**src/rtl/io_bus_arbiter_if.sv**
```systemverilog
// Requester handshake and peripheral bus bundle for the two-master I/O bus arbiter.
// Requesters hold req with addr/we/wdata stable until their one-cycle ack; the arbiter then owns the bus.
interface io_bus_arbiter_if;
  logic        req0;
  logic        req1;
  logic [63:0] addr0;
  logic [63:0] addr1;
  logic        we0;
  logic        we1;
  logic [63:0] wdata0;
  logic [63:0] wdata1;
  logic        ack0;
  logic        ack1;
  logic [63:0] rdata;
  logic        err;
  logic        busy;
  logic [63:0] bus_address;
  logic        bus_read;
  logic        bus_write;
  logic [63:0] bus_wdata;
  logic [63:0] bus_data;

  modport master (
    output req0, req1, addr0, addr1, we0, we1, wdata0, wdata1, bus_data,
    input  ack0, ack1, rdata, err, busy, bus_address, bus_read, bus_write, bus_wdata
  );

  modport slave (
    input  req0, req1, addr0, addr1, we0, we1, wdata0, wdata1, bus_data,
    output ack0, ack1, rdata, err, busy, bus_address, bus_read, bus_write, bus_wdata
  );
endinterface

```
**src/rtl/io_bus_arbiter.sv**
```systemverilog
// Round-robin arbiter for two bus requesters: address setup, held strobe, capture and one-cycle ACK.
// Device ID lives in address bits [63:56]; IDs outside 1..NUM_DEV complete at once with ERR and no bus cycle.
module io_bus_arbiter #(
  parameter int WAIT_CYCLES = 2,
  parameter int NUM_DEV     = 4
) (
  input  logic              CLOCK_50,
  input  logic              RESET,
  io_bus_arbiter_if.slave   bus,
  output logic [1:0]        fsm_state
);

  typedef enum logic [1:0] {IDLE = 2'd0, ADDR = 2'd1, WAIT = 2'd2, RESP = 2'd3} state_t;

  localparam logic [3:0] LAST_CNT = 4'(WAIT_CYCLES - 1);
  localparam logic [7:0] MAX_ID   = 8'(NUM_DEV);

  state_t      state;
  logic        last;
  logic        we_r;
  logic [3:0]  cnt;

  logic        grant;
  logic [63:0] g_addr;
  logic [63:0] g_wdata;
  logic        g_we;
  logic [7:0]  g_id;
  logic        g_valid;

  // On a tie the requester that did not win last time is served.
  always_comb begin
    grant = bus.req1;
    if (bus.req0 && bus.req1) grant = ~last;
    g_addr  = grant ? bus.addr1  : bus.addr0;
    g_wdata = grant ? bus.wdata1 : bus.wdata0;
    g_we    = grant ? bus.we1    : bus.we0;
    g_id    = g_addr[63:56];
    g_valid = (g_id != 8'd0) && (g_id <= MAX_ID);
  end

  assign fsm_state = state;

  always_ff @(posedge CLOCK_50 or posedge RESET) begin
    if (RESET) begin
      state           <= IDLE;
      last            <= 1'b1;
      we_r            <= 1'b0;
      cnt             <= 4'd0;
      bus.ack0        <= 1'b0;
      bus.ack1        <= 1'b0;
      bus.rdata       <= 64'd0;
      bus.err         <= 1'b0;
      bus.busy        <= 1'b0;
      bus.bus_address <= 64'd0;
      bus.bus_read    <= 1'b0;
      bus.bus_write   <= 1'b0;
      bus.bus_wdata   <= 64'd0;
    end else begin
      case (state)
        IDLE: begin
          if (bus.req0 || bus.req1) begin
            last     <= grant;
            bus.busy <= 1'b1;
            if (g_valid) begin
              state           <= ADDR;
              bus.bus_address <= g_addr;
              bus.bus_wdata   <= g_wdata;
              we_r            <= g_we;
            end else begin
              // Decode error: finish immediately without touching the bus.
              state     <= RESP;
              bus.rdata <= 64'd0;
              bus.err   <= 1'b1;
              bus.ack0  <= ~grant;
              bus.ack1  <= grant;
            end
          end
        end
        ADDR: begin
          state         <= WAIT;
          cnt           <= 4'd0;
          bus.bus_read  <= ~we_r;
          bus.bus_write <= we_r;
        end
        WAIT: begin
          if (cnt == LAST_CNT) begin
            state         <= RESP;
            bus.bus_read  <= 1'b0;
            bus.bus_write <= 1'b0;
            bus.err       <= 1'b0;
            bus.ack0      <= ~last;
            bus.ack1      <= last;
            if (!we_r) bus.rdata <= bus.bus_data;
          end else begin
            cnt <= cnt + 4'd1;
          end
        end
        RESP: begin
          state           <= IDLE;
          bus.ack0        <= 1'b0;
          bus.ack1        <= 1'b0;
          bus.err         <= 1'b0;
          bus.busy        <= 1'b0;
          bus.bus_address <= 64'd0;
          bus.bus_wdata   <= 64'd0;
        end
        default: state <= IDLE;
      endcase
    end
  end

endmodule
```
**src/flat_wrapper.sv**
```systemverilog
// flat-port wrapper written by rule: the top's interface ports become plain ports
module io_bus_arbiter_flat 
#(
  parameter int WAIT_CYCLES = 2,
  parameter int NUM_DEV     = 4
)
  (CLOCK_50, RESET, fsm_state, bus_req0, bus_req1, bus_addr0, bus_addr1, bus_we0, bus_we1, bus_wdata0, bus_wdata1, bus_bus_data, bus_ack0, bus_ack1, bus_rdata, bus_err, bus_busy, bus_bus_address, bus_bus_read, bus_bus_write, bus_bus_wdata);
  io_bus_arbiter_if bus_i ();
  input  logic CLOCK_50;
  input  logic RESET;
  output logic [1:0] fsm_state;
  input wire logic [$bits(bus_i.req0)-1:0] bus_req0;
  input wire logic [$bits(bus_i.req1)-1:0] bus_req1;
  input wire logic [$bits(bus_i.addr0)-1:0] bus_addr0;
  input wire logic [$bits(bus_i.addr1)-1:0] bus_addr1;
  input wire logic [$bits(bus_i.we0)-1:0] bus_we0;
  input wire logic [$bits(bus_i.we1)-1:0] bus_we1;
  input wire logic [$bits(bus_i.wdata0)-1:0] bus_wdata0;
  input wire logic [$bits(bus_i.wdata1)-1:0] bus_wdata1;
  input wire logic [$bits(bus_i.bus_data)-1:0] bus_bus_data;
  output wire logic [$bits(bus_i.ack0)-1:0] bus_ack0;
  output wire logic [$bits(bus_i.ack1)-1:0] bus_ack1;
  output wire logic [$bits(bus_i.rdata)-1:0] bus_rdata;
  output wire logic [$bits(bus_i.err)-1:0] bus_err;
  output wire logic [$bits(bus_i.busy)-1:0] bus_busy;
  output wire logic [$bits(bus_i.bus_address)-1:0] bus_bus_address;
  output wire logic [$bits(bus_i.bus_read)-1:0] bus_bus_read;
  output wire logic [$bits(bus_i.bus_write)-1:0] bus_bus_write;
  output wire logic [$bits(bus_i.bus_wdata)-1:0] bus_bus_wdata;
  assign bus_i.req0 = bus_req0;
  assign bus_i.req1 = bus_req1;
  assign bus_i.addr0 = bus_addr0;
  assign bus_i.addr1 = bus_addr1;
  assign bus_i.we0 = bus_we0;
  assign bus_i.we1 = bus_we1;
  assign bus_i.wdata0 = bus_wdata0;
  assign bus_i.wdata1 = bus_wdata1;
  assign bus_i.bus_data = bus_bus_data;
  assign bus_ack0 = bus_i.ack0;
  assign bus_ack1 = bus_i.ack1;
  assign bus_rdata = bus_i.rdata;
  assign bus_err = bus_i.err;
  assign bus_busy = bus_i.busy;
  assign bus_bus_address = bus_i.bus_address;
  assign bus_bus_read = bus_i.bus_read;
  assign bus_bus_write = bus_i.bus_write;
  assign bus_bus_wdata = bus_i.bus_wdata;
  io_bus_arbiter #(.WAIT_CYCLES(WAIT_CYCLES), .NUM_DEV(NUM_DEV)) u_core (.CLOCK_50(CLOCK_50), .RESET(RESET), .bus(bus_i), .fsm_state(fsm_state));
endmodule
```
**config.mk**
```make
export PLATFORM = sky130hd
export DESIGN_NAME = io_bus_arbiter_flat
export DESIGN_NICKNAME = d
export VERILOG_FILES = /design/src/rtl/io_bus_arbiter_if.sv /design/src/rtl/io_bus_arbiter.sv /design/src/flat_wrapper.sv
export SDC_FILE = /design/constraint.sdc
export NUM_CORES = 1
export LEC_CHECK = 0
export CELL_PAD_IN_SITES_DETAIL_PLACEMENT = 1
export CELL_PAD_IN_SITES_GLOBAL_PLACEMENT = 2
export CORE_AREA = 2 2 211 233
export CTS_CLUSTER_SIZE = 25
export DETAILED_ROUTE_END_ITERATION = 7
export DIE_AREA = 0 0 213 235
export GPL_ROUTABILITY_DRIVEN = 0
export GPL_TIMING_DRIVEN = 0
export PLACE_DENSITY_LB_ADDON = 0.1
export SLEW_MARGIN = 0
export SYNTH_ARGS = -nofsm -noshare
export SYNTH_HDL_FRONTEND = slang
export SYNTH_SLANG_ARGS = --single-unit
```
**constraint.sdc**
```tcl
create_clock -name CLOCK_50 -period 7.65 [get_ports CLOCK_50]
set_input_delay 1.9125 -clock CLOCK_50 [delete_from_list [all_inputs] [get_ports CLOCK_50]]
set_output_delay 1.9125 -clock CLOCK_50 [all_outputs]
set_load 0.01 [all_outputs]
```
# Word-level counts from Yosys, hierarchy flattened
# Cells that the tools add are included.
[totals] register_bits=206 in_bits=326 output_inout_bits=200 elab_cells=83
[op_classes] addsub=1 order_cmp=1 eq_ne=10 mux=37 n_bitwise=3 reduce_logical=18
[ops] operator="two-way mux 64 bit" count=10
[ops] operator="case mux 64 bit (2 select lines)" count=3
[ops] operator="two-way mux 1 bit" count=12
[ops] operator="AND reduction 2 bit" count=5
[ops] operator="case mux 1 bit (3 select lines)" count=3
[ops] operator="less-or-equal comparator 8 x 3 -> 1 bit (second input constant)" count=1
[ops] operator="case mux 2 bit (4 select lines)" count=1
[ops] operator="case mux 4 bit (2 select lines)" count=1
[ops] operator="nonzero test 8 bit" count=1
[ops] operator="two-way mux 2 bit" count=3
[ops] operator="inequality test 2 x 1 -> 1 bit (second input constant)" count=3
[ops] operator="inequality test 2 bit (second input constant)" count=3
[ops] operator="case mux 1 bit (2 select lines)" count=3
[ops] operator="AND reduction 3 bit" count=2
[ops] operator="nonzero test 2 bit" count=3
[ops] operator="AND reduction 5 bit" count=1
[ops] operator="adder 4 x 1 -> 4 bit (second input constant)" count=1
[ops] operator="== test 2 bit (second input constant)" count=2
[ops] operator="== test 4 x 1 -> 1 bit (second input constant)" count=1
[ops] operator="two-way mux 4 bit" count=1
[ops] operator="AND reduction 4 bit" count=1
[ops] operator="inverter 1 bit" count=3
[ops] operator="nonzero test 3 bit" count=1
[ops] operator="== test 2 x 1 -> 1 bit (second input constant)" count=1
[ops] operator="other kinds (3)" count=4

# Longest topological paths before layout
# Gate-level depths: netlist of the first run.
[logic_depth] depth_word=8 depth_mapped=11 depth_no_buf=7

# Least setup slack after synthesis of the first run
# OpenSTA, ideal clock, no wires.
[synth_path] path_type="input to register" startpoint="input bus_addr1[59]" endpoint="register u_core.bus.bus_address[50]" setup_time_ps=134 arrival_ps=3523 required_time_ps=7516 slack_ps=3993 stages=7 path_buffers=3 path_cell_list="or4_1 nor4b_2 a32o_1 buf_4 buf_6 buf_2 a211oi_2"
[synth_between] elab_chain_cells=5 word_cells_on_any_way=6 cone_classes="order compare: 1; eq/ne: 1; mux: 1; reduce/logical: 3"
[synth_lines] element="start, declared" line="flat_wrapper.sv:15" text="input wire logic [$bits(bus_i.addr1)-1:0] bus_addr1;"
[synth_lines] element="two-way mux 64 bit (*)" line="io_bus_arbiter.sv:34" text="g_addr = grant ? bus.addr1 : bus.addr0;"
[synth_lines] element="less-or-equal comparator 8 x 3 -> 1 bit or nonzero test 8 bit (tied branches)" line="io_bus_arbiter.sv:38" text="g_valid = (g_id != 8'd0) && (g_id <= MAX_ID);"
[synth_lines] element="logical AND 1 bit (*)" line="io_bus_arbiter.sv:38"
[synth_lines] element="inequality test 2 x 1 -> 1 bit (no source line) (*)"
[synth_lines] element="AND reduction 3 bit (no source line) (*)"
[synth_lines] element="end signal, assigned" line="io_bus_arbiter.sv:66" text="bus.bus_address <= g_addr;"
[synth_lines] element="end, declared" line="io_bus_arbiter_if.sv:30" text="output ack0, ack1, rdata, err, busy, bus_address, bus_read, bus_write, bus_wdata"
# Every way passes the cells marked *; elsewhere a longest branch is shown, timed or not.
# A chain may end at the register's enable or synchronous reset.

# Worst setup path after layout of the first run
[layout_path] startpoint="input bus_req1" endpoint="register u_core.bus.bus_wdata[58]"
[layout_between] elab_chain_cells=7 word_cells_on_any_way=14 cone_classes="order compare: 1; eq/ne: 2; mux: 6; reduce/logical: 5"
[layout_lines] element="start, declared" line="flat_wrapper.sv:13" text="input wire logic [$bits(bus_i.req1)-1:0] bus_req1;"
[layout_lines] element="logical AND 1 bit" line="io_bus_arbiter.sv:33" text="if (bus.req0 && bus.req1) grant = ~last;"
[layout_lines] element="two-way mux 1 bit" line="io_bus_arbiter.sv:33"
[layout_lines] element="two-way mux 64 bit" line="io_bus_arbiter.sv:34"
[layout_lines] element="less-or-equal comparator 8 x 3 -> 1 bit or nonzero test 8 bit (tied branches)" line="io_bus_arbiter.sv:38"
[layout_lines] element="logical AND 1 bit" line="io_bus_arbiter.sv:38"
[layout_lines] element="inequality test 2 x 1 -> 1 bit (no source line)"
[layout_lines] element="AND reduction 3 bit (no source line)"
[layout_lines] element="end signal, assigned" line="io_bus_arbiter.sv:67" text="bus.bus_wdata <= g_wdata;"
[layout_lines] element="end, declared" line="io_bus_arbiter_if.sv:30"
# Several ways; a longest one is shown, not always the timed one. The select of a mux whose other input is x is not followed.

==> summary.txt, run 1 <==
Synthesis
  – Most used DFF post-synth: sky130_fd_sc_hd__dfrtp_1
  – Mapped Cells: 871
  – Most frequent cell after synthesis: sky130_fd_sc_hd__dfrtp_1
  – Top post-synthesis cells by area: sky130_fd_sc_hd__dfrtp_1 52%, sky130_fd_sc_hd__mux2i_1 19%, sky130_fd_sc_hd__o2bb2ai_1 4.3%
  – Net count after synthesis: around 1200
  – Mapped Avg Cell Area: 11.4 sq um
  – Share of synthesized registers carrying an async set or reset: 100%
  – Register bit count reported by yosys: around 200
  – Count of distinct cell types in the synthesized netlist: 38
  – List of most frequent post-synthesis cells: 205 x sky130_fd_sc_hd__dfrtp_1, 190 x sky130_fd_sc_hd__mux2i_1, 78 x sky130_fd_sc_hd__nor2_1, 75 x sky130_fd_sc_hd__nand2_1, 73 x sky130_fd_sc_hd__inv_1
  – Cell type contributing the most total cell area after synthesis: sky130_fd_sc_hd__dfrtp_1
  – Summed instance area of the synthesized netlist: 9920 sq um
  – Number of synthesized flops with an enable pin: 0
  – Number of warning messages in the yosys log: 0
  – Portion of synthesized cell area occupied by the leading cell type: 51.7%
  – Seq/Total Area, Yosys: 52.0%

Worst hold path
  – Class of the most critical hold timing path: register to register

Setup path
  – Class of the most critical setup path: input port to register
  – Arrival time of the worst setup path: 4490 ps
  – Crit-path slowest cell: sky130_fd_sc_hd__clkdlybuf4s50_1
  – Reg2reg setup slack: ~4800 ps
  – CP Cell Sequence: clkdlybuf4s50_1 > a21bo_2 > buf_2 > and2_1 > a32o_1 > buf_4 > a21oi_2 > clkbuf_1 > o2bb2ai_1
  – Slowest Stage Delay on Critical Path: 540 ps
  – Required time at the endpoint of the critical path: 8130 ps
  – Capturing element type of the critical path: register
  – Critical Path Fanout Max: 10
  – Startpoint types: input port

Floorplan
  – Full die area: 50100 sq um
  – Placeable core region: 47600 sq um
  – Starting Density: 20.8%
  – Row Count: between 80 and 90
  – Boundary Pins: 526
  – Height of the die: 235 microns
  – Floorplan die width: 213 microns

Final layout
  – Area growth, synth to finish: 70.6%
  – Post-route design area: approximately 17000 sq um
  – Layout Utilization: 35.5%
  – Share of final-layout standard cells stronger than drive strength 1: 8.78%
  – Final nets: 1759

Global routing
  – Global-route total usage across every layer: between 10% and 20%
  – Leftover overflow at the end of global routing: 0
  – Global-route wire length before repair: between 60 and 70 mm
  – Number of global-route vias before repair: 9880
  – Number of antenna violations at the first check in global routing: 6
  – Pin count of the biggest net entering global routing: 108

STA
  – Fin. Hold Viols: 0
  – Slew headroom: 41.2%
  – Final count of pins violating max slew: 0
  – Final period util: 52.4%
  – Clock tree skew after final layout: 11.4 ps
  – Count of endpoints failing setup in the final report: 0
  – Highest clock rate: 249 MHz
  – Clock period minus final worst setup slack: between 4000 and 5000 ps
  – Setup TNS: 0 ps
  – RSZ-0062 raised after global routing: false
  – Final hold slack: approximately 490 ps
  – Slack of the critical path: ~3600 ps
  – Worst slew pin tran: 882 ps

Pwr
  – Leakage power of the design: 7.32 nW
  – Maximum vdd ir drop: 0.126 mV
  – Power Dens Cells: 268 nW/um^2

Clocking
  – Number of cells upsized or downsized after cts: 0
  – Post-CTS Repair Setup Buffers: 0
  – Clk slew on worst S/H paths: 60 ps
  – Max H-tree Level: 1
  – Number of buffers added by the clock tree synthesis step: 27
  – CTS tree: done
  – Root buf cell: sky130_fd_sc_hd__clkbuf_16
  – CTS sink cnt: 206
  – Worst-case clock buffer depth: 3
  – Number of buffers inserted by hold repair at cts: 0
  – Clock latency on the worst-skew pair: 560 ps

Drt
  – Via density per instance: about 4.2
  – Pre-antenna DRT Iters: 4
  – Routed WL: about 43 mm
  – Remaining design rule violation count: 0
  – Wirelength per Cell: 20.6 microns
  – Number of nets with antenna violations after routing: 0
  – Drt first-iter violations: 267
  – Number of vias in the routed layout: 8719

Placement
  – Port Buffer Count: approximately 530
  – Final HPWL from detailed placement: 33.7 mm
  – Worst setup slack before clock tree synthesis: approximately 3000 ps
  – Placed cell area: about 16000 sq um

Run status
  – Status: finished, final reports clean

Run
  – Max Cap Violations: 0
path summary, 6_finish.rpt:
kind	from	to	cells after the start
worst max-delay path	bus_req1	u_core.bus.bus_wdata[58]$_DFFE_PP0P_	9
worst min-delay path	u_core.bus.bus_address[60]$_DFFE_PP0P_	u_core.bus.bus_address[60]$_DFFE_PP0P_	1
worst max register to register	u_core.fsm_state[0]$_DFFE_PP0P_	u_core.bus.bus_wdata[58]$_DFFE_PP0P_	10
worst min register to register	u_core.bus.bus_address[60]$_DFFE_PP0P_	u_core.bus.bus_address[60]$_DFFE_PP0P_	1
max in group asynchronous	RESET	u_core.bus.bus_wdata[29]$_DFFE_PP0P_	3
min in group asynchronous	RESET	u_core.bus.rdata[2]$_DFFE_PP0P_	2
metal layers:
| layer | track usage, % | routed length (microns) | up-vias |
|---|---|---|---|
| met4 | 4.13 | 917 | 6 |
| met5 | 0 | 39 | - |
| met3 | 6.28 | 3850 | 50 |
| met1 | 18.3 | 16200 | 4222 |
| met2 | 30.7 | 22000 | 300 |
| li1 | - | - | 4141 |
state kept, by name (all words and copies together) (netlist names):
register                cells
u_core.fsm_state            2
u_core.bus.busy             1
u_core.bus.ack0             1
u_core.we_r                 1
u_core.bus.bus_write        1
u_core.last                 1
u_core.cnt                  4
u_core.bus.ack1             1
u_core.bus.bus_wdata       64
u_core.bus.bus_read         1
u_core.bus.err              1
u_core.bus.rdata           64
u_core.bus.bus_address     64
logic make-up (layout without fill, tap and decap cells):
group	after synthesis	after routing	synth area share (%)
adder cells (fa/ha/maj)	7	7	0.883
AND/OR/NAND/NOR	174	174	7.37
buffers and inverters	139	714	6.79
AO/OA/AOI/OAI	151	151	13.3
multiplexers	194	194	19.6
flip-flops	206	206	52.0
other	0	3	0
worst max-delay path: cells and delay by family:
family          cells  cell delay (ps)
buf+inv             4             1350
compound gates      4             1070
simple gates        1              150
power by group:
group	internal, mW	total (mW)	switching [mW]
clock	0.780	1.30	0.524
sequential	1.27	1.38	0.109
combinational	0.902	1.86	0.955
final cells by class:
cell class / count / area, sq um
sequential: 206 / 5160
fill: 5279 / 30700
clock buffer: 37 / 783
multi-input combinational: 526 / 4090
buffer: 66 / 399
timing repair buffer: 526 / 5280
tap: 645 / 807
antenna: 3 / 7.51
inverter: 73 / 282
clock inverter: 12 / 119
stage by stage:
stage / power [mW] / instances
after floorplan: 2.44 / 871
after global placement: 3.30 / 2041
after detailed placement: 3.32 / 2042
after CTS: 4.67 / 2091
after global routing: 4.85 / 2092
final: 4.54 / 2094
placed cells by master (no fill, tap or decap), types with 14 or more instances in the layout:
| cell type | count |
|---|---|
| sky130_fd_sc_hd__clkdlybuf4s50_1 | 525 |
| sky130_fd_sc_hd__dfrtp_1 | 205 |
| sky130_fd_sc_hd__mux2i_1 | 190 |
| sky130_fd_sc_hd__nor2_1 | 78 |
| sky130_fd_sc_hd__nand2_1 | 75 |
| sky130_fd_sc_hd__inv_1 | 72 |
| sky130_fd_sc_hd__o2bb2ai_1 | 49 |
| sky130_fd_sc_hd__a211oi_1 | 44 |
| sky130_fd_sc_hd__clkbuf_1 | 31 |
| sky130_fd_sc_hd__a211oi_2 | 30 |
| sky130_fd_sc_hd__clkbuf_16 | 27 |
| sky130_fd_sc_hd__buf_4 | 14 |
Note: power is estimated with default switching activity, not from simulation.
==> inputs of run 2 (changes only) <==
CORE_AREA = 2 2 201 223   (was 2 2 211 233)
DIE_AREA = 0 0 203 225   (was 0 0 213 235)
clock period = 4.1 ns   (was 7.65 ns; I/O delays follow)
==> summary.txt, run 2 (synthesis gave the netlist of run 1 again) <==
Setup path
  – Critical Path Fanout Max: 10 (unchanged)
  – Combined buffer and inverter count along the critical path: 4 (unchanged)
  – Reg-to-Reg End: u_core.bus.bus_address[31]$_DFFE_PP0P_ (was u_core.bus.bus_wdata[58]$_DFFE_PP0P_)
  – Slowest Stage Delay on Critical Path: 540 ps (about the same)
  – Startpoint of the worst setup timing path: bus_req1 (unchanged)
  – Arrival time of the worst setup path: 3640 ps (was 4490 ps)
  – Required time at the endpoint of the critical path: 4560 ps (was 8130 ps)
  – Worst r2r src: u_core.fsm_state[0]$_DFFE_PP0P_ (unchanged)
  – Reg2reg path depth: 10 (unchanged)
  – Startpoint types: input port (unchanged)
  – Class of the most critical setup path: input port to register (unchanged)
  – Crit-path slowest cell: sky130_fd_sc_hd__clkdlybuf4s50_1 (unchanged)
  – CP Cell Sequence: clkdlybuf4s50_1 > a21bo_2 > buf_2 > and2_1 > a32o_1 > buf_4 > a21oi_2 > clkbuf_1 > o2bb2ai_1 (unchanged)
  – Cell family with most CP delay: buffers and inverters (unchanged)
  – Capturing element type of the critical path: register (unchanged)
  – Reg2reg setup slack: 1270 ps (was 4780 ps)

STA
  – Fin. Hold Viols: 0 (unchanged)
  – Worst slew pin tran: 899 ps (was 882 ps)
  – Setup TNS: 0 ps (unchanged)
  – RSZ-0062 raised after global routing: false (unchanged)
  – Slew headroom: 40.1% (was 41.2%)
  – Clock tree skew after final layout: 13.0 ps (was 11.4 ps)
  – Clock period minus final worst setup slack: around 3200 ps
  – Final count of pins violating max slew: 0 (unchanged)
  – Highest clock rate: 314 MHz
  – Count of endpoints failing setup in the final report: 0 (unchanged)
  – Final period util: 77.7%

Pwr
  – Maximum vdd ir drop: 0.247 mV (was 0.126 mV)
  – Switching power: 2.93 mW (was 1.59 mW)
  – Part of the total power dissipated in sequential elements: 29.8% (was 30.4%)
  – Power Dens Cells: 510 nW/um^2 (was 268 nW/um^2)
  – Leakage power of the design: 7.39 nW (was 7.32 nW)
  – Internal power contribution: 5.73 mW (was 2.96 mW)
  – Combinational share of power: 40.1% (was 40.9%)
  – Switching power as a share of total power: 33.8% (was 35.0%)
  – Clock Power Share: 30.1% (was 28.7%)

Global routing
  – Number of antenna violations at the first check in global routing: 2 (was 6)
  – Number of global-route vias before repair: 9952 (was 9880)
  – Global-route wire length before repair: 62.8 mm (was 63.2 mm)
  – Pin count of the biggest net entering global routing: 38 (was 108)
  – Global-route total usage across every layer: 18.2% (was 16.9%)
  – Leftover overflow at the end of global routing: 0 (unchanged)

Clocking
  – Worst-case clock buffer depth: 3 (unchanged)
  – CTS tree: done (unchanged)
  – Clk slew on worst S/H paths: 60 ps (about the same)
  – CTS sink cnt: 206 (unchanged)
  – Post-CTS Repair Setup Buffers: 0 (unchanged)
  – Root buf cell: sky130_fd_sc_hd__clkbuf_16 (unchanged)
  – Max H-tree Level: 1 (unchanged)
  – Number of cells upsized or downsized after cts: 0 (unchanged)
  – Number of buffers inserted by hold repair at cts: 0 (unchanged)
  – Number of buffers added by the clock tree synthesis step: 26 (was 27)
  – Clock latency on the worst-skew pair: 540 ps (was 560 ps)

Final layout
  – FF+latch area: 5160 sq um (unchanged)
  – Final nets: 1763 (was 1759)
  – Area taken by multi-input logic gates: 4090 sq um (unchanged)
  – Registers with the most flip-flops: u_core.bus.bus_address (64), u_core.bus.bus_wdata (64), u_core.bus.rdata (64) (unchanged)
  – Share of final-layout standard cells stronger than drive strength 1: 8.97% (was 8.78%)
  – Area growth, synth to finish: 71.3% (was 70.6%)
  – Most common cell after layout, fill and taps aside: sky130_fd_sc_hd__clkdlybuf4s50_1 (unchanged)
  – Post-route design area: 17000 sq um (was 16900 sq um)
  – Number of fillers in the final layout: 4746 (was 5279)
  – Most used cells in the layout excluding fill and tap cells: 525 x sky130_fd_sc_hd__clkdlybuf4s50_1, 205 x sky130_fd_sc_hd__dfrtp_1, 190 x sky130_fd_sc_hd__mux2i_1 (unchanged)

Drt
  – Wirelength per Cell: 20.9 microns (was 20.6 microns)
  – Remaining design rule violation count: 0 (unchanged)
  – Routed WL: 42.4 mm (was 43.1 mm)
  – Via density per instance: 4.34 (was 4.16)
  – Number of nets with antenna violations after routing: 0 (unchanged)
  – Met3 routed WL: 3.56 mm (was 3.85 mm)
  – Met1 Routed Length: 15.9 mm (was 16.2 mm)
  – Highest Signal Layer: met4 (was met5)
  – Number of vias in the routed layout: 8783 (was 8719)
  – Wire length on met2: 22.0 mm (about the same)
  – Pre-antenna DRT Iters: 4 (unchanged)
  – Drt first-iter violations: 227 (was 267)

Floorplan
  – Starting Density: 23.0% (was 20.8%)
  – Boundary Pins: 526 (unchanged)
  – Full die area: 45700 sq um (was 50100 sq um)
  – Floorplan die width: 203 microns (was 213 microns)
  – Height of the die: 225 microns (was 235 microns)
  – Row Count: 80 (was 84)
  – Placeable core region: 43100 sq um (was 47600 sq um)

Worst hold path
  – Hold worst-path end: u_core.bus.bus_address[59]$_DFFE_PP0P_ (was u_core.bus.bus_address[60]$_DFFE_PP0P_)
  – Class of the most critical hold timing path: register to register (unchanged)
  – Worst min-delay path startpoint: u_core.bus.bus_address[59]$_DFFE_PP0P_ (was u_core.bus.bus_address[60]$_DFFE_PP0P_)
  – Hold Path Stages: 1 (unchanged)

Placement
  – Placed cell area: 16000 sq um (unchanged)
  – Final HPWL from detailed placement: 33.7 mm (about the same)
  – Port Buffer Count: 525 (unchanged)

Run
  – Max Cap Violations: 0 (unchanged)

Run status
  – Status: finished, final reports clean (unchanged)
## run 2: cell count changes in the layout (fill, tap and decap cells not counted), sizes merged
cell / delta
buf: +5
bufinv: +4
clkbuf: -2
clkinv: -3
clkinvlp: +1
diode: -1
inv: -2
## run 2: worst max path at each step
stage / endpoint / slack [ps] / cells after the start
2_1_floorplan: u_core.bus.ack0$_DFFE_PP0P_ / 400 / 1
3_3_place_gp: u_core.bus.bus_address[24]$_DFFE_PP0P_ / -1770 / 2
3_5_place_dp: u_core.bus.bus_address[31]$_DFFE_PP0P_ / 250 / 9
4_1_cts: u_core.bus.bus_address[31]$_DFFE_PP0P_ / 830 / 9
5_1_grt: u_core.bus.bus_address[28]$_DFFE_PP0P_ / 710 / 9
6_report: u_core.bus.bus_address[31]$_DFFE_PP0P_ / 920 / 9
## run 2: area by class of cell
cell class,count,area share [%]
sequential,206,30.3
clock buffer,35,4.45
tap,574,4.23
buffer,66,2.35
multi-input combinational,526,24.1
clock inverter,12,1.27
inverter,73,1.63
antenna,2,0.0295
timing repair buffer,531,31.6
## run 2: worst reg2reg max path, delay by kind of cell, from the launching register on
| family | cells | cell delay, ps |
|---|---|---|
| buffers and inverters | 4 | 1010 |
| AO/OA/AOI/OAI | 4 | 980 |
| AND/OR/NAND/NOR | 1 | 160 |
| adder cells (fa/ha/maj) | 1 | 200 |
| flip-flops | 1 | 420 |
## run 2: metrics by stage
stage                     utilization (%)  worst slack, ps  cells  power (mW)  hold WS (ps)
final                                39.4              915   2025        8.66           485
after detailed placement             37.1              248   1976        6.18           473
after floorplan                         -              404    871        4.56           450
after CTS                            39.4              829   2023        8.87           493
after global placement               36.8            -1770   1970        6.12           470
after global routing                 39.4              712   2023        9.22           498
## run 2: per-layer routing
metal,global-route usage [%],up-vias
met5,0,-
met1,20.1,4281
met2,33.3,311
met4,4.87,0
li1,-,4144
met3,6.20,47
## run 2: power groups by stage
stage	combinational [mW]	clock [mW]	sequential [mW]
floorplan	1.83	0	2.73
global placement	3.51	0	2.60
detailed placement	3.56	0	2.62
CTS	3.58	2.70	2.59
global route	3.80	2.79	2.63
finish	3.47	2.61	2.58
==> inputs of run 3 (changes only) <==
CORE_AREA = 2 2 211 233   (was 2 2 201 223)
DIE_AREA = 0 0 213 235   (was 0 0 203 225)
clock period = 2.93 ns   (was 4.1 ns; I/O delays follow)
==> summary.txt, run 3 (synthesis gave the netlist of run 1 again) <==
Run status
  – Status: finished, final reports clean (unchanged)

Final layout
  – Registers with the most flip-flops: u_core.bus.bus_address (64), u_core.bus.bus_wdata (64), u_core.bus.rdata (64) (unchanged)
  – Share of final-layout standard cells stronger than drive strength 1: 9.50% (was 8.97%)
  – Post-route design area: 17100 sq um (was 17000 sq um)
  – Final nets: 1765 (was 1763)
  – Most common cell after layout, fill and taps aside: sky130_fd_sc_hd__clkdlybuf4s50_1 (unchanged)
  – FF+latch area: 5160 sq um (unchanged)
  – Area growth, synth to finish: 72.6% (was 71.3%)
  – Number of fillers in the final layout: 5253 (was 4746)
  – Most used cells in the layout excluding fill and tap cells: 525 x sky130_fd_sc_hd__clkdlybuf4s50_1, 205 x sky130_fd_sc_hd__dfrtp_1, 190 x sky130_fd_sc_hd__mux2i_1 (unchanged)
  – Number of standard cells in the layout, taps in and fillers out: 2100 (was 2025)
  – Layout Utilization: 36.0% (was 39.4%)
  – Area taken by multi-input logic gates: 4100 sq um (was 4090 sq um)

Worst hold path
  – Hold Path Stages: 1 (unchanged)
  – Hold worst-path end: u_core.bus.bus_address[59]$_DFFE_PP0P_ (unchanged)
  – Worst min-delay path startpoint: u_core.bus.bus_address[59]$_DFFE_PP0P_ (unchanged)
  – Class of the most critical hold timing path: register to register (unchanged)

Run
  – Max Cap Violations: 0 (unchanged)

STA
  – RSZ-0062 raised after global routing: false (unchanged)
  – Slew headroom: 41.1% (was 40.1%)
  – Final period util: 94.8%
  – Worst slew pin tran: 883 ps (was 899 ps)
  – Setup TNS: 0 ps (unchanged)
  – Slack of the critical path: 153 ps (was 915 ps)
  – Final hold slack: 487 ps (was 485 ps)
  – Clock period minus final worst setup slack: 2780 ps
  – Count of endpoints failing setup in the final report: 0 (unchanged)
  – Fin. Hold Viols: 0 (unchanged)
  – Final count of pins violating max slew: 0 (unchanged)
  – Highest clock rate: around 360 MHz
  – Clock tree skew after final layout: 13.6 ps (was 13.0 ps)

Clocking
  – Root buf cell: sky130_fd_sc_hd__clkbuf_16 (unchanged)
  – Clk slew on worst S/H paths: 60 ps (about the same)
  – Worst-case clock buffer depth: 3 (unchanged)
  – CTS tree: done (unchanged)
  – Number of buffers added by the clock tree synthesis step: 28 (was 26)
  – Clock latency on the worst-skew pair: 550 ps (was 540 ps)
  – CTS sink cnt: 206 (unchanged)
  – Max H-tree Level: 1 (unchanged)
  – Number of buffers inserted by hold repair at cts: 0 (unchanged)

Global routing
  – Pin count of the biggest net entering global routing: 37 (was 38)
  – Global-route wire length before repair: 63.5 mm (was 62.8 mm)
  – Leftover overflow at the end of global routing: 0 (unchanged)
  – Number of antenna violations at the first check in global routing: 7 (was 2)
  – Number of global-route vias before repair: 9858 (was 9952)
  – Global-route total usage across every layer: 16.9% (was 18.2%)

Pwr
  – Clock Power Share: 30.1% (about the same)
  – Overall power consumption: 12.1 mW (was 8.66 mW)
  – Switching power as a share of total power: 33.9% (was 33.8%)
  – Combinational share of power: 40.1% (about the same)
  – Leakage power of the design: 7.42 nW (was 7.39 nW)
  – Maximum vdd ir drop: 0.339 mV (was 0.247 mV)
  – Power Dens Cells: 709 nW/um^2 (was 510 nW/um^2)
  – Internal power contribution: 8.02 mW (was 5.73 mW)
  – Part of the total power dissipated in sequential elements: 29.8% (about the same)
  – Switching power: 4.11 mW (was 2.93 mW)

Floorplan
  – Height of the die: 235 microns (was 225 microns)
  – Full die area: 50100 sq um (was 45700 sq um)
  – Row Count: 84 (was 80)
  – Placeable core region: 47600 sq um (was 43100 sq um)
  – Boundary Pins: 526 (unchanged)
  – Starting Density: 20.8% (was 23.0%)
  – Floorplan die width: 213 microns (was 203 microns)

Setup path
  – Required time at the endpoint of the critical path: 3350 ps (was 4560 ps)
  – Reg-to-Reg End: u_core.bus.rdata[62]$_DFFE_PP0P_ (was u_core.bus.bus_address[31]$_DFFE_PP0P_)
  – Reg2reg path depth: 10 (unchanged)
  – Crit-path slowest cell: sky130_fd_sc_hd__or4_1 (was sky130_fd_sc_hd__clkdlybuf4s50_1)
  – Capturing element type of the critical path: register (unchanged)
  – Worst r2r src: u_core.fsm_state[0]$_DFFE_PP0P_ (unchanged)
  – Critical Path Fanout Max: 10 (unchanged)
  – Slowest Stage Delay on Critical Path: 560 ps (was 540 ps)
  – Reg2reg setup slack: 370 ps (was 1270 ps)
  – CP Cell Sequence: clkdlybuf4s50_1 > or4_1 > nor4b_2 > a32o_1 > buf_4 > buf_6 > buf_2 > a211oi_2 (was clkdlybuf4s50_1 > a21bo_2 > buf_2 > and2_1 > a32o_1 > buf_4 > a21oi_2 > clkbuf_1 > o2bb2ai_1)
  – Arrival time of the worst setup path: 3190 ps (was 3640 ps)
  – Startpoint types: input port (unchanged)
  – Class of the most critical setup path: input port to register (unchanged)

Drt
  – Number of nets with antenna violations after routing: 0 (unchanged)
  – Drt first-iter violations: 278 (was 227)
  – Number of vias in the routed layout: 8714 (was 8783)
  – Wirelength per Cell: 20.5 microns (was 20.9 microns)
  – Pre-antenna DRT Iters: 4 (unchanged)
  – Remaining design rule violation count: 0 (unchanged)
  – Routed WL: 43.1 mm (was 42.4 mm)
  – Via density per instance: 4.15 (was 4.34)

Placement
  – Number of cells after detailed placement: 2047 (was 1976)
  – Port Buffer Count: 525 (unchanged)
  – Placed cell area: 16100 sq um (was 16000 sq um)
  – Final HPWL from detailed placement: 34.3 mm (was 33.7 mm)
  – Worst setup slack before clock tree synthesis: -575 ps (was 248 ps)
==> run 3: cell count changes in the layout (fill, tap and decap cells not counted), moves of 2 or more <==
cell	delta
sky130_fd_sc_hd__bufinv_16	-2
sky130_fd_sc_hd__clkbuf_1	-4
sky130_fd_sc_hd__clkbuf_16	+2
sky130_fd_sc_hd__clkbuf_2	+4
sky130_fd_sc_hd__clkbuf_8	+2
sky130_fd_sc_hd__clkinv_2	+2
sky130_fd_sc_hd__clkinvlp_4	-2
==> run 3: worst max-delay path by stage <==
stage | startpoint | endpoint | slack [ps]
2_1_floorplan | RESET | u_core.bus.ack0$_DFFE_PP0P_ | -470
3_3_place_gp | RESET | u_core.bus.rdata[25]$_DFFE_PP0P_ | -2770
3_5_place_dp | bus_req0 | u_core.bus.bus_address[41]$_DFFE_PP0P_ | -580
4_1_cts | bus_req1 | u_core.bus.bus_wdata[62]$_DFFE_PP0P_ | 30
5_1_grt | bus_req0 | u_core.bus.bus_address[9]$_DFFE_PP0P_ | 6
6_report | bus_addr1[59] | u_core.bus.bus_wdata[5]$_DFFE_PP0P_ | 150
==> run 3: worst max-delay path, delay by kind of cell <==
| family | cells | cell delay (ps) |
|---|---|---|
| buffers and inverters | 4 | 1120 |
| AND/OR/NAND/NOR | 2 | 990 |
| AO/OA/AOI/OAI | 2 | 340 |
==> run 3: power groups by stage <==
stage	registers, mW	clock network [mW]	logic, mW
after floorplan	3.82	0	2.56
after global placement	3.65	0	4.97
after detailed placement	3.66	0	5.01
after CTS	3.62	3.82	5.02
after global routing	3.68	3.91	5.35
final	3.61	3.65	4.87
==> run 3: per-layer routing <==
| metal | up-vias | global-route usage [%] | routed length [microns] |
|---|---|---|---|
| li1 | 4148 | - | - |
| met1 | 4206 | 18.4 | 16100 |
| met2 | 300 | 30.9 | 22100 |
| met3 | 52 | 6.46 | 4050 |
| met4 | 8 | 3.58 | 746 |
| met5 | - | 0 | 52 |
==> run 3: area by class of cell <==
type,instances,share of cell area [%]
diodes,3,0.0438
plain buffers,66,2.36
clock buffers,39,4.87
clock inverters,11,0.928
inverters,73,1.62
multi-input cells,526,24.0
flip-flops and latches,206,30.1
well taps,645,4.71
repair buffers,531,31.4
==> run 3: timing repair <==
item	4_1_cts	5_1_grt
endpoints found under the setup margin	1	106
gates resized for setup	1	8
setup buffers	0	0
